[src/rtl/im_responder_pkg.sv]
// Shared types and constants for the instruction-memory responder and its wait counter.
`ifndef DATA_SIZE
`define DATA_SIZE 32
`endif

package im_responder_pkg;

  localparam int unsigned DataW           = `DATA_SIZE;
  localparam int unsigned MemAw           = 14;
  localparam int unsigned FirstLatDefault = 3;
  localparam int unsigned SeqLatDefault   = 1;
  localparam int unsigned CntW            = 4;

  typedef enum logic [1:0] {
    StIdle,
    StWait,
    StCap,
    StHold
  } state_e;

endpackage

[src/rtl/im_responder_if.sv]
// Fetch-side handshake plus SRAM macro pins; slave is the responder, master the environment.
interface im_responder_if;
  import im_responder_pkg::*;

  logic             IM_enable;
  logic [31:0]      IM_address;
  logic             ready;
  logic [DataW-1:0] IM_rdata;
  logic             mem_CS;
  logic             mem_OE;
  logic [MemAw-1:0] mem_A;
  logic [DataW-1:0] mem_DO;

  modport master (
    output IM_enable, IM_address, mem_DO,
    input  ready, IM_rdata, mem_CS, mem_OE, mem_A
  );

  modport slave (
    input  IM_enable, IM_address, mem_DO,
    output ready, IM_rdata, mem_CS, mem_OE, mem_A
  );

endinterface

[src/rtl/im_wait_counter.sv]
// Loadable down-counter timing the wait before the SRAM strobe; saturates at zero.
module im_wait_counter #(
  parameter int unsigned Width = 4
) (
  input  logic             clk,
  input  logic             rst,
  input  logic             load_i,
  input  logic [Width-1:0] load_val_i,
  input  logic             dec_i,
  output logic             zero_o,
  output logic             zero_next_o
);

  logic [Width-1:0] cnt_d, cnt_q;

  always_comb begin
    cnt_d = cnt_q;
    if (load_i) begin
      cnt_d = load_val_i;
    end else if (dec_i && (cnt_q != '0)) begin
      cnt_d = cnt_q - Width'(1);
    end
  end

  always_ff @(posedge clk or posedge rst) begin
    if (rst) begin
      cnt_q <= '0;
    end else begin
      cnt_q <= cnt_d;
    end
  end

  assign zero_o      = (cnt_q == '0);
  // Lets the owner register a strobe that lines up with the zero cycle.
  assign zero_next_o = (cnt_d == '0);

endmodule

[src/rtl/im_responder.sv]
// Instruction-memory responder: serves I-cache word fetches from a single-port SRAM macro.
module im_responder
  import im_responder_pkg::*;
#(
  parameter int unsigned FIRST_LAT = FirstLatDefault,
  parameter int unsigned SEQ_LAT   = SeqLatDefault
) (
  input logic           clk,
  input logic           rst,
  im_responder_if.slave bus
);

  if ((FIRST_LAT < 1) || (FIRST_LAT > 15)) begin : g_bad_first_lat
    $error("FIRST_LAT must be in 1..15");
  end
  if ((SEQ_LAT < 1) || (SEQ_LAT > 15)) begin : g_bad_seq_lat
    $error("SEQ_LAT must be in 1..15");
  end

  localparam logic [CntW-1:0] FirstLoad = CntW'(FIRST_LAT - 1);
  localparam logic [CntW-1:0] SeqLoad   = CntW'(SEQ_LAT - 1);

  state_e           state_q, state_d;
  logic [29:0]      req_word_q, req_word_d;
  logic [27:0]      last_line_q, last_line_d;
  logic             line_valid_q, line_valid_d;
  logic [DataW-1:0] rdata_q, rdata_d;
  logic             ready_q, ready_d;
  logic             cs_q, cs_d;

  logic            start, cnt_dec, cnt_zero, cnt_zero_next;
  logic            word_same, line_hit;
  logic [CntW-1:0] cnt_load_val;
  logic            unused_addr_lsb;

  assign unused_addr_lsb = ^bus.IM_address[1:0];

  assign word_same    = (bus.IM_address[31:2] == req_word_q);
  // Upper address bits alias in the SRAM but still distinguish lines here.
  assign line_hit     = line_valid_q && (bus.IM_address[31:4] == last_line_q);
  assign cnt_load_val = line_hit ? SeqLoad : FirstLoad;

  always_comb begin
    state_d      = state_q;
    req_word_d   = req_word_q;
    last_line_d  = last_line_q;
    line_valid_d = line_valid_q;
    rdata_d      = rdata_q;
    start        = 1'b0;
    cnt_dec      = 1'b0;

    unique case (state_q)
      StIdle: begin
        if (bus.IM_enable) start = 1'b1;
      end
      StWait: begin
        if (!bus.IM_enable) begin
          state_d = StIdle;
        end else if (!word_same) begin
          start = 1'b1;
        end else if (cnt_zero) begin
          state_d = StCap;
        end else begin
          cnt_dec = 1'b1;
        end
      end
      StCap: begin
        if (!bus.IM_enable) begin
          state_d = StIdle;
        end else if (!word_same) begin
          start = 1'b1;
        end else begin
          rdata_d      = bus.mem_DO;
          last_line_d  = req_word_q[29:2];
          line_valid_d = 1'b1;
          state_d      = StHold;
        end
      end
      StHold: begin
        if (!bus.IM_enable) begin
          state_d = StIdle;
        end else if (!word_same) begin
          start = 1'b1;
        end
      end
      default: state_d = StIdle;
    endcase

    if (start) begin
      state_d    = StWait;
      req_word_d = bus.IM_address[31:2];
    end
  end

  assign ready_d = (state_d == StHold);
  assign cs_d    = (state_d == StWait) && cnt_zero_next;

  im_wait_counter #(
    .Width (CntW)
  ) u_wait_counter (
    .clk         (clk),
    .rst         (rst),
    .load_i      (start),
    .load_val_i  (cnt_load_val),
    .dec_i       (cnt_dec),
    .zero_o      (cnt_zero),
    .zero_next_o (cnt_zero_next)
  );

  always_ff @(posedge clk or posedge rst) begin
    if (rst) begin
      state_q      <= StIdle;
      req_word_q   <= '0;
      last_line_q  <= '0;
      line_valid_q <= 1'b0;
      rdata_q      <= '0;
      ready_q      <= 1'b0;
      cs_q         <= 1'b0;
    end else begin
      state_q      <= state_d;
      req_word_q   <= req_word_d;
      last_line_q  <= last_line_d;
      line_valid_q <= line_valid_d;
      rdata_q      <= rdata_d;
      ready_q      <= ready_d;
      cs_q         <= cs_d;
    end
  end

  assign bus.ready    = ready_q;
  assign bus.IM_rdata = rdata_q;
  assign bus.mem_CS   = cs_q;
  assign bus.mem_OE   = cs_q;
  assign bus.mem_A    = req_word_q[MemAw-1:0];

endmodule

[src/flat_wrapper.sv]
// flat-port wrapper written by rule: the top's interface ports become plain ports
module im_responder_flat import im_responder_pkg::*;
#(
  parameter int unsigned FIRST_LAT = FirstLatDefault,
  parameter int unsigned SEQ_LAT   = SeqLatDefault
)
  (clk, rst, bus_IM_enable, bus_IM_address, bus_mem_DO, bus_ready, bus_IM_rdata, bus_mem_CS, bus_mem_OE, bus_mem_A);
  im_responder_if bus_i ();
  input logic clk;
  input logic rst;
  input wire logic [$bits(bus_i.IM_enable)-1:0] bus_IM_enable;
  input wire logic [$bits(bus_i.IM_address)-1:0] bus_IM_address;
  input wire logic [$bits(bus_i.mem_DO)-1:0] bus_mem_DO;
  output wire logic [$bits(bus_i.ready)-1:0] bus_ready;
  output wire logic [$bits(bus_i.IM_rdata)-1:0] bus_IM_rdata;
  output wire logic [$bits(bus_i.mem_CS)-1:0] bus_mem_CS;
  output wire logic [$bits(bus_i.mem_OE)-1:0] bus_mem_OE;
  output wire logic [$bits(bus_i.mem_A)-1:0] bus_mem_A;
  assign bus_i.IM_enable = bus_IM_enable;
  assign bus_i.IM_address = bus_IM_address;
  assign bus_i.mem_DO = bus_mem_DO;
  assign bus_ready = bus_i.ready;
  assign bus_IM_rdata = bus_i.IM_rdata;
  assign bus_mem_CS = bus_i.mem_CS;
  assign bus_mem_OE = bus_i.mem_OE;
  assign bus_mem_A = bus_i.mem_A;
  im_responder #(.FIRST_LAT(FIRST_LAT), .SEQ_LAT(SEQ_LAT)) u_core (.clk(clk), .rst(rst), .bus(bus_i));
endmodule
[config.mk]
export PLATFORM = sky130hd
export DESIGN_NAME = im_responder_flat
export DESIGN_NICKNAME = d
export VERILOG_FILES = /design/src/rtl/im_responder_pkg.sv /design/src/rtl/im_responder_if.sv /design/src/rtl/im_wait_counter.sv /design/src/rtl/im_responder.sv /design/src/flat_wrapper.sv
export SDC_FILE = /design/constraint.sdc
export NUM_CORES = 1
export LEC_CHECK = 0
export CORE_MARGIN = 1.5
export CORE_UTILIZATION = 45
export DETAILED_ROUTE_END_ITERATION = 16
export GPL_TIMING_DRIVEN = 1
export HOLD_SLACK_MARGIN = 0.05
export PLACE_DENSITY = 0.76
export SLEW_MARGIN = 15
export SYNTH_ARGS = -nofsm -noshare
export SYNTH_HDL_FRONTEND = slang
export SYNTH_HIERARCHICAL = 1
export SYNTH_SLANG_ARGS = --single-unit
[constraint.sdc]
create_clock -name clk -period 3.07 [get_ports clk]
set_input_delay 0.7675 -clock clk [delete_from_list [all_inputs] [get_ports clk]]
set_output_delay 0.7675 -clock clk [all_outputs]
set_load 0.01 [all_outputs]
# ---- Yosys cells after proc, flatten, opt, wreduce, memory -nomap -nowiden
# Cells that the tools add are included.
dict set report op_classes {
  add_sub_neg 1
  eq_ne 7
  muxes 19
  reduce_logical 9
}
# operator n
set ops {}
lappend ops {{$eq 30x30->1} 1}
lappend ops {{$eq 28x28->1} 1}
lappend ops {{$mux 2} 8}
lappend ops {{$logic_not 4->1} 2}
lappend ops {{$mux 4} 2}
lappend ops {{$mux 1} 7}
lappend ops {{$eq 2x2->1 const B} 3}
lappend ops {{$pmux 2 s3} 1}
lappend ops {{$eq 2x1->1 const B} 2}
lappend ops {{$reduce_bool 4->1} 1}
lappend ops {{$sub 4x1->4 const B} 1}
lappend ops {{$logic_and 1x1->1} 3}
lappend ops {{$reduce_and 3->1} 1}
lappend ops {{$reduce_or 3->1} 1}
lappend ops {{$logic_not 2->1} 1}
lappend ops {{$pmux 1 s2} 1}
dict set report word_totals {
  ff_bits 99
  inputBits 67
  out_inout_bits 49
  elab_cells 44
}

# ---- Logic depth before layout (Yosys ltp)
# Gate-level depths: netlist of the first run.
dict set report depth {
  word_depth 10
  depth_mapped 12
  mapped_depth_nobuf 11
}

# ---- Modules after synthesis
# The synthesis of the first run kept the hierarchy.
# mod instances cells_each area_each_um2 seq_area_each_um2
set modules_own_cells {}
lappend modules_own_cells {im_responder 1 310 4621.9 2377.3}
lappend modules_own_cells {im_wait_counter 1 29 274.0 100.1}

# ---- Least setup slack after synthesis of the first run
# Ideal clock, no wire load.
dict set report synth_timing {
  path_type {input-to-reg}
  start {input port bus_IM_address[4]}
  end {register u_core.cs_q (netlist: u_core/bus.mem_CS)}
  setup_time_ns 0.077
  t_arrival_ns 3.096
  required_ns 2.993
  setup_slack_ns -0.104
  cell_stages 11
  path_buffers 0
  path_cell_list {xor2_1 > nor4_1 > nand3_1 > nor2_1 > nor4bb_1 > nor4b_2 > nor3b_1 > a221o_1 > nor4_2 > nand2_1 > a21oi_1}
}
dict set report synth_via {
  elab_chain_len 9
  word_cells_on_any_way 22
  classes_between {eq/ne (3); mux (15); reduce/logical (4)}
}
# element line_no
set synth_rtl {}
lappend synth_rtl {{from (decl)} flat_wrapper.sv:12} ;# input wire logic [$bits(bus_i.IM_address)-1:0] bus_IM_address;
lappend synth_rtl {{$eq 30x30->1} im_responder.sv:38} ;# assign word_same = (bus.IM_address[31:2] == req_word_q);
lappend synth_rtl {{$mux 1} im_responder.sv:59} ;# end else if (!word_same) begin
lappend synth_rtl {{$mux 1} im_responder.sv:57} ;# if (!bus.IM_enable) begin
lappend synth_rtl {{$mux 1} im_responder.sv:52} ;# unique case (state_q)
lappend synth_rtl {{named net u_core.cnt_dec} im_responder.sv:31} ;# logic start, cnt_dec, cnt_zero, cnt_zero_next;
lappend synth_rtl {{$logic_and 1x1->1} im_wait_counter.sv:20} ;# end else if (dec_i && (cnt_q != '0)) begin
lappend synth_rtl {{$mux 4} im_wait_counter.sv:20}
lappend synth_rtl {{$mux 4} im_wait_counter.sv:18} ;# if (load_i) begin
lappend synth_rtl {{named net u_core.u_wait_counter.cnt_d[3]} im_wait_counter.sv:14} ;# logic [Width-1:0] cnt_d, cnt_q;
lappend synth_rtl {{$logic_not 4->1} im_wait_counter.sv:35} ;# assign zero_next_o = (cnt_d == '0);
lappend synth_rtl {{named net u_core.cnt_zero_next} im_responder.sv:31}
lappend synth_rtl {{$logic_and 1x1->1} im_responder.sv:96} ;# assign cs_d = (state_d == StWait) && cnt_zero_next;
lappend synth_rtl {{named net u_core.cs_d} im_responder.sv:29} ;# logic cs_q, cs_d;
lappend synth_rtl {{to (signal assigned)} im_responder.sv:126} ;# cs_q <= cs_d;
lappend synth_rtl {{to (decl)} im_responder.sv:29}
# The timed path passes the listed nets, and every way through them passes these cells.
# A chain may end at the register's enable or synchronous reset.

# ---- Worst setup path after layout of the first run
dict set report layout_timing {
  start {input port bus_IM_address[8]}
  end {register u_core.cs_q (netlist: u_core/bus.mem_CS)}
}
# The elaborated chain is that of the path after synthesis.

==> results of run 1 <==
-- kinds of logic after synthesis --
family | Yosys count | synth area share [%]
compound gates | 12 | 1.610
simple gates | 45 | 5.955
fa+ha+maj | 1 | 0.2555
flops | 99 | 50.60
buf+inv | 33 | 5.903
xor+xnor | 58 | 10.38
other cells | 1 | 0.07659
mux | 90 | 25.22
-- sequential cells by signal, summed over array words and instances, names as in the netlist --
name / cells
u_core/bus.mem_CS: 1
u_core/req_word_q: 30
u_core/bus.IM_rdata: 32
u_core/state_q: 2
u_core/u_wait_counter/cnt_q: 4
u_core/last_line_q: 28
u_core/bus.ready: 1
u_core/line_valid_q: 1
-- path summary, 6_finish.rpt --
path,from,endpoint,cells past startpoint
min in group asynchronous,rst,u_core/u_wait_counter/cnt_q[1]$_DFF_PP0_,2
worst min-delay path,u_core/line_valid_q$_DFFE_PP0P_,u_core/line_valid_q$_DFFE_PP0P_,1
worst max register to register,u_core/req_word_q[25]$_DFFE_PP0P_,u_core/bus.mem_CS$_DFF_PP0_,12
worst max-delay path,bus_IM_address[8],u_core/bus.mem_CS$_DFF_PP0_,13
worst min register to register,u_core/line_valid_q$_DFFE_PP0P_,u_core/line_valid_q$_DFFE_PP0P_,1
max in group asynchronous,rst,u_core/bus.IM_rdata[0]$_DFFE_PP0P_,3
-- critical path, stage by stage --
cell and delay [ns]:
clkdlybuf4s15_1 0.21, xor2_2 0.17, nor4_2 0.29, buf_4 0.18, nand4_1 0.17, nor4bb_4 0.29, buf_4 0.16, nor4b_4 0.22
nor3b_2 0.08, a221o_1 0.30, nor4_2 0.17, nand2_1 0.10, a21oi_2 0.11
-- through the flow --
| stage | setup slack, ns | power [mW] | instances |
|---|---|---|---|
| floorplan | 0.04467 | 1.592 | 341 |
| global placement | -0.6654 | 1.787 | 608 |
| detailed placement | -0.6827 | 1.798 | 608 |
| CTS | 0.001156 | 2.768 | 629 |
| global route | -0.04882 | 2.882 | 633 |
| finish | 0.1458 | 2.747 | 633 |
-- where the power goes --
group	internal (mW)	switching [mW]
combinational	0.228	0.166
clock	0.492	0.462
sequential	1.35	0.0503
-- synthesized netlist by cell type, types with 2 or more instances --
cell	count
dfrtp_1	99
mux2_4	59
xor2_1	45
mux2_2	31
buf_4	15
xnor2_1	13
nor4_1	11
inv_1	7
nand4_1	7
buf_12	6
nand2_1	5
a21oi_1	4
nor2_1	4
buf_2	3
and3_1	2
nand2b_1	2
nand3_1	2
nor3_1	2
-- layout make-up --
cell class / instances / area, sq um / share of cell area [%]
Multi-Input combinational cell: 209 / 2271 / 33.77
Clock buffer: 10 / 137.6 / 2.047
Sequential cell: 99 / 2477 / 36.84
Timing Repair Buffer: 166 / 1544 / 22.96
Inverter: 7 / 30.03 / 0.4465
Tap cell: 136 / 170.2 / 2.530
Clock inverter: 6 / 95.09 / 1.414
-- cells in the final DEF, fill, tap and decap left out, drive strengths merged, types with 4 or more instances in the layout --
master,n
nand2,5
dfrtp,99
xor2,45
nor4,12
clkbuf,14
xnor2,13
dlygate4sd2,14
buf,53
a21oi,4
dlymetal6s2s,6
mux2,90
nor2,4
clkdlybuf4s50,86
nand4,7
inv,9
-- what timing repair did --
item,in CTS,in global routing
pin swaps,10,15
buffers inserted,5,4
endpoints found under the setup margin,1,1
endpoints found under the hold margin,0,0
gates resized for setup,28,29
-- per-layer routing --
metal | vias up | global-route usage, %
li1 | 1461 | -
met1 | 1548 | 24.23
met2 | 94 | 30.44
met3 | 13 | 4.419
met4 | 2 | 5.524
met5 | - | 0
==> run metrics, run 1 <==
Filler cells 822; Worst EP required between 3 and 4 ns; hold_ws 0.4857 ns; Distinct cells, synth 40; layout cell share with drive strength beyond 1 between 30% and 40%; Register-to-Register Setup Slack approximately 0.26 ns; ant diodes 0; wl on met1 around 4500 microns; post-synth top area share about half; Slew Limit Fails 0; DP Wirelength slightly above 7000 microns; Iteration-0 DRC Markers 79; first-pass GRT wire length 16,400 microns; crit path max fanout 2; placed cell area between 6000 and 7000 sq um; WL met2 between 4000 and 5000 microns; Top FF cell, synth dfrtp_1; Final min period just under 3 ns; Max IR drop VDD around 250 uV; First-pass DRT Iterations 6; drt drc 0; startpoint types primary input; CTS buffer count 9; core area ~10,000 sq um; Pwr per Cell Area approximately 400 nW/um^2; cell accounting for the most synthesized area dfrtp_1; ys async rst share 100.0%; Max Freq 0.3420 GHz; chip width 107.3 microns; H-tree levels 3; Clock Skew between 0.009 and 0.01 ns; die height between 100 and 150 microns; gp weighted congestion around 0.8; post-synthesis sequential area ratio 50.60%; area grow syn2layout 37.36%; CP arrival 3.22 ns; design area around 6700 sq um; CTS tree done; Ys Warns 6; Nets 560; Synth Instances ~340; Clk pin slew, worst setup/hold paths ~0.090 ns; final hold vios 0; Avg Cell Area, Syn between 10 and 15 sq um; min-delay worst type reg -> reg; GRT Util Overall approximately 18%; clock latency on the worst-skew pair approximately 0.36 ns; clk sinks 99; maximum number of pins on one net before global-route repair 53; Seq cells post-synth around 100; Mapped Area 4896 sq um; max_cap viols 0; top routing layer in use met5; routed vias/inst between 4 and 5; met3 wire length 576 microns; Initial Util between 40% and 50%; Period Utilization, post-route a little over nine tenths; CP Class in -> reg; Setup TNS 0 ns; Setup Viol. Count Final 0; ANT nets after route 0; io pins 116; fin util between 60% and 70%; vias in the first global route between 3,000 and 4,000; initial antenna violation count 1; leakage approximately 3.3 nW; status finished clean; drt total wl 10,230 microns; top cells by area, synth dfrtp_1 51%, mux2_4 18%, xor2_1 8.1%, mux2_2 7.1%, buf_12 2.5%; GR Overflow Total 0; EDFF count, synth 0; Setup crit end kind flop; CTS Hold Bufs 0; PortBufs about 110; vias 3,118; row count 37; per-cell routed wire length between 15 and 20 microns; clk buf depth 2; Die Area 11,510 sq um; clk root buf clkbuf_8
Power figures use the tool's default switching activity.
==> inputs of run 2 (changes only) <==
--- a/config.mk
+++ b/config.mk
@@ -7,6 +7,7 @@
 export LEC_CHECK = 0
 export CORE_MARGIN = 1.5
 export CORE_UTILIZATION = 45
+export CTS_CLUSTER_SIZE = 12
 export DETAILED_ROUTE_END_ITERATION = 16
 export GPL_TIMING_DRIVEN = 1
 export HOLD_SLACK_MARGIN = 0.05
==> results of run 2 <==
The final DEF is identical to that of run 1; final timing and power are the same.
==> inputs of run 3 (changes only) <==
--- a/config.mk
+++ b/config.mk
@@ -6,12 +6,13 @@
 export NUM_CORES = 1
 export LEC_CHECK = 0
 export CORE_MARGIN = 1.5
-export CORE_UTILIZATION = 45
+export CORE_UTILIZATION = 30
 export CTS_CLUSTER_SIZE = 12
 export DETAILED_ROUTE_END_ITERATION = 16
 export GPL_TIMING_DRIVEN = 1
 export HOLD_SLACK_MARGIN = 0.05
-export PLACE_DENSITY = 0.76
+export PLACE_DENSITY = 0.59
+export RECOVER_POWER = 100
 export SLEW_MARGIN = 15
 export SYNTH_ARGS = -nofsm -noshare
 export SYNTH_HDL_FRONTEND = slang
==> run metrics, run 3 (synthesis results as in run 1) <==
Setup Viol. Count Final 0 (unchanged); ANT nets after route 0 (unchanged); clk buf depth 2 (unchanged); max_cap viols 0 (unchanged); RR Endpoint u_core/bus.mem_CS$_DFF_PP0_ (unchanged); GR Overflow Total 0 (unchanged); vias in the first global route 3,307 (was 3,358); min-delay worst type reg -> reg (unchanged); area grow syn2layout 39.59% (was 37.36%); CP max-delay cell nor4_1 (was a221o_1); CP delay by family, top simple AND/OR/NAND/NOR gates (unchanged); status finished clean (unchanged); CP cell instances clkdlybuf4s15_1, xor2_1, nor4_1, buf_4, nand3_2, nor2_1, nor4bb_4, nor4b_4, nor3b_2, a221o_1, nor4_2, nand2_1, a21oi_2 (was clkdlybuf4s15_1, xor2_2, nor4_2, buf_4, nand4_1, nor4bb_4, buf_4, nor4b_4, nor3b_2, a221o_1, nor4_2, nand2_1, a21oi_2); row count 46 (was 37); clk root buf clkbuf_16 (was clkbuf_8); vias 3,079 (was 3,118); CP arrival 3.28 ns (was 3.22 ns); worst slew pin tran 1.265 ns; DP Wirelength 7876 microns (was 7210 microns); Tot Pwr 2.849 mW (was 2.747 mW); buffers and inverters on the worst path 2 (was 3); core area 15,890 sq um (was 10,460 sq um); max incr delay on CP 0.32 ns (was 0.30 ns); clk sinks 99 (unchanged); Final min period 3.011 ns (was 2.924 ns); Slew Limit Fails 0 (unchanged); layout cell share with drive strength beyond 1 39.23% (was 38.03%); Hold Path Cell Cnt 1 (unchanged); Initial Util 30.82% (was 46.80%); Period Utilization, post-route 98.08% (was 95.25%); crit path max fanout 2 (unchanged); PortBufs 113 (unchanged); Nets 555 (was 560); GRT Util Overall 13.66% (was 18.49%); startpoint types primary input (unchanged); routed vias/inst 4.343 (was 4.926); CTS Hold Bufs 0 (unchanged); worst r2r src u_core/req_word_q[23]$_DFFE_PP0P_ (was u_core/req_word_q[25]$_DFFE_PP0P_); Pwr per Cell Area 416.9 nW/um^2 (was 408.4 nW/um^2); most common cell after layout, fill and taps aside dfrtp_1 (unchanged); Worst EP required 3.34 ns (was 3.36 ns); Setup TNS 0 ns (unchanged); Clk pin slew, worst setup/hold paths 0.07 ns (was 0.09 ns); CTS tree done (unchanged); Register-to-Register Setup Slack 0.15 ns (was 0.26 ns); Hold EP u_core/line_valid_q$_DFFE_PP0P_ (unchanged); clock latency on the worst-skew pair 0.34 ns (was 0.36 ns); chip width 130.8 microns (was 107.3 microns); CTS buffer count 9 (unchanged); H-tree levels 3 (unchanged); Multi-input gate area 2316 sq um (was 2271 sq um); io pins 116 (unchanged); most frequent cells in the layout 99 x dfrtp_1, 59 x mux2_4, 50 x dlygate4sd3_1, 43 x buf_4 (was 99 x dfrtp_1, 86 x clkdlybuf4s50_1, 59 x mux2_4, 50 x buf_4, 40 x xor2_1); CP Class in -> reg (unchanged); drt total wl 11,150 microns (was 10,230 microns); Max Freq 0.3321 GHz (was 0.3420 GHz); per-cell routed wire length 15.73 microns (was 16.16 microns); Max IR drop VDD 241.1 uV (was 245.1 uV); maximum number of pins on one net before global-route repair 44 (was 53); Worst Reg-to-Reg Cells 11 (was 12); Setup crit end kind flop (unchanged); Clock Skew 0.007879 ns (was 0.009672 ns); register area 2477 sq um (unchanged); initial antenna violation count 1 (unchanged); gp weighted congestion 0.7642 (was 0.7997); Hold Crit Start u_core/line_valid_q$_DFFE_PP0P_ (unchanged); die height 130.8 microns (was 107.3 microns); Slew headroom between 15 and 20%; First-pass DRT Iterations 4 (was 6); leakage 3.410 nW (was 3.311 nW); final hold vios 0 (unchanged); Filler cells 1,509 (was 822); max FFs per register 32 (unchanged); Die Area 17,100 sq um (was 11,510 sq um); first-pass GRT wire length 17,570 microns (was 16,400 microns); Iteration-0 DRC Markers 109 (was 79); drt drc 0 (unchanged)
==> run 3: changes by cell type in the layout (fill, tap and decap cells not counted), sizes merged <==
cell | before | now
clkdlybuf4s50 | 86 | 35
dlygate4sd3 | 0 | 50
clkbuf | 14 | 25
buf | 53 | 46
dlygate4sd2 | 14 | 8
inv | 9 | 6
bufinv | 2 | 0
clkdlybuf4s15 | 3 | 5
clkinv | 1 | 3
dlymetal6s2s | 6 | 4
clkinvlp | 1 | 2
diode | 0 | 1
==> run 3: routing by layer <==
layer,vias to the layer above,global-route usage (%),share of wire [%]
met2,74,21.86,48
li1,1453,-,-
met5,-,0,0
met3,10,3.339,4.4
met4,0,5.365,1.4
met1,1542,17.87,46
==> run 3: layout make-up <==
class	count	share of cell area [%]
timing repair buffer	161	21.48
antenna	1	0.03662
clock inverter	4	0.3845
inverter	7	0.4028
tap	216	3.955
clock buffer	12	3.607
sequential	99	36.25
multi-input combinational	209	33.89
==> run 3: power by group <==
part | internal (mW) | total, mW | switching [mW]
clock network | 0.571 | 1.06 | 0.490
logic | 0.215 | 0.386 | 0.171
registers | 1.35 | 1.40 | 0.0525
total | 2.14 | 2.85 | 0.713
==> run 3: through the flow <==
| stage | util [%] | std cells | hold slack [ns] | setup slack [ns] | cell area [sq um] |
|---|---|---|---|---|---|
| floorplan | - | 341 | 0.4343 | 0.04467 | 4913 |
| global placement | 40.56 | 687 | 0.4486 | -0.6101 | 6442 |
| detailed placement | 40.56 | 687 | 0.4521 | -0.6668 | 6442 |
| CTS | 42.69 | 705 | 0.4724 | 0.001429 | 6782 |
| global route | 43.02 | 709 | 0.4867 | -0.04502 | 6834 |
| finish | 43.02 | 709 | 0.4671 | 0.05907 | 6834 |
==> run 3: worst register-to-register path: cells and delay by family, from the launching register on <==
kind	cells	cell delay [ns]
AO/OA/AOI/OAI	2	0.39
XOR/XNOR	1	0.20
buffers and inverters	1	0.16
flip-flops	1	0.42
AND/OR/NAND/NOR	7	1.67
==> run 3: repair_timing <==
item | in CTS | in global routing
pin swaps | 13 | 13
resized for setup | 37 | 42
setup buffers | 2 | 3
endpoints found under the setup margin | 23 | 1
==> run 3: worst max-delay path by stage <==
stage                       startpoint                          end  slack (ns)  cells after the start
CTS                 bus_IM_address[15]  u_core/bus.mem_CS$_DFF_PP0_       0.001                     12
global placement    bus_IM_address[13]  u_core/bus.mem_CS$_DFF_PP0_       -0.61                     12
global route        bus_IM_address[21]  u_core/bus.mem_CS$_DFF_PP0_       -0.05                     12
finish               bus_IM_address[4]  u_core/bus.mem_CS$_DFF_PP0_        0.06                     13
floorplan           bus_IM_address[30]  u_core/bus.mem_CS$_DFF_PP0_        0.04                     11
detailed placement  bus_IM_address[13]  u_core/bus.mem_CS$_DFF_PP0_       -0.67                     12
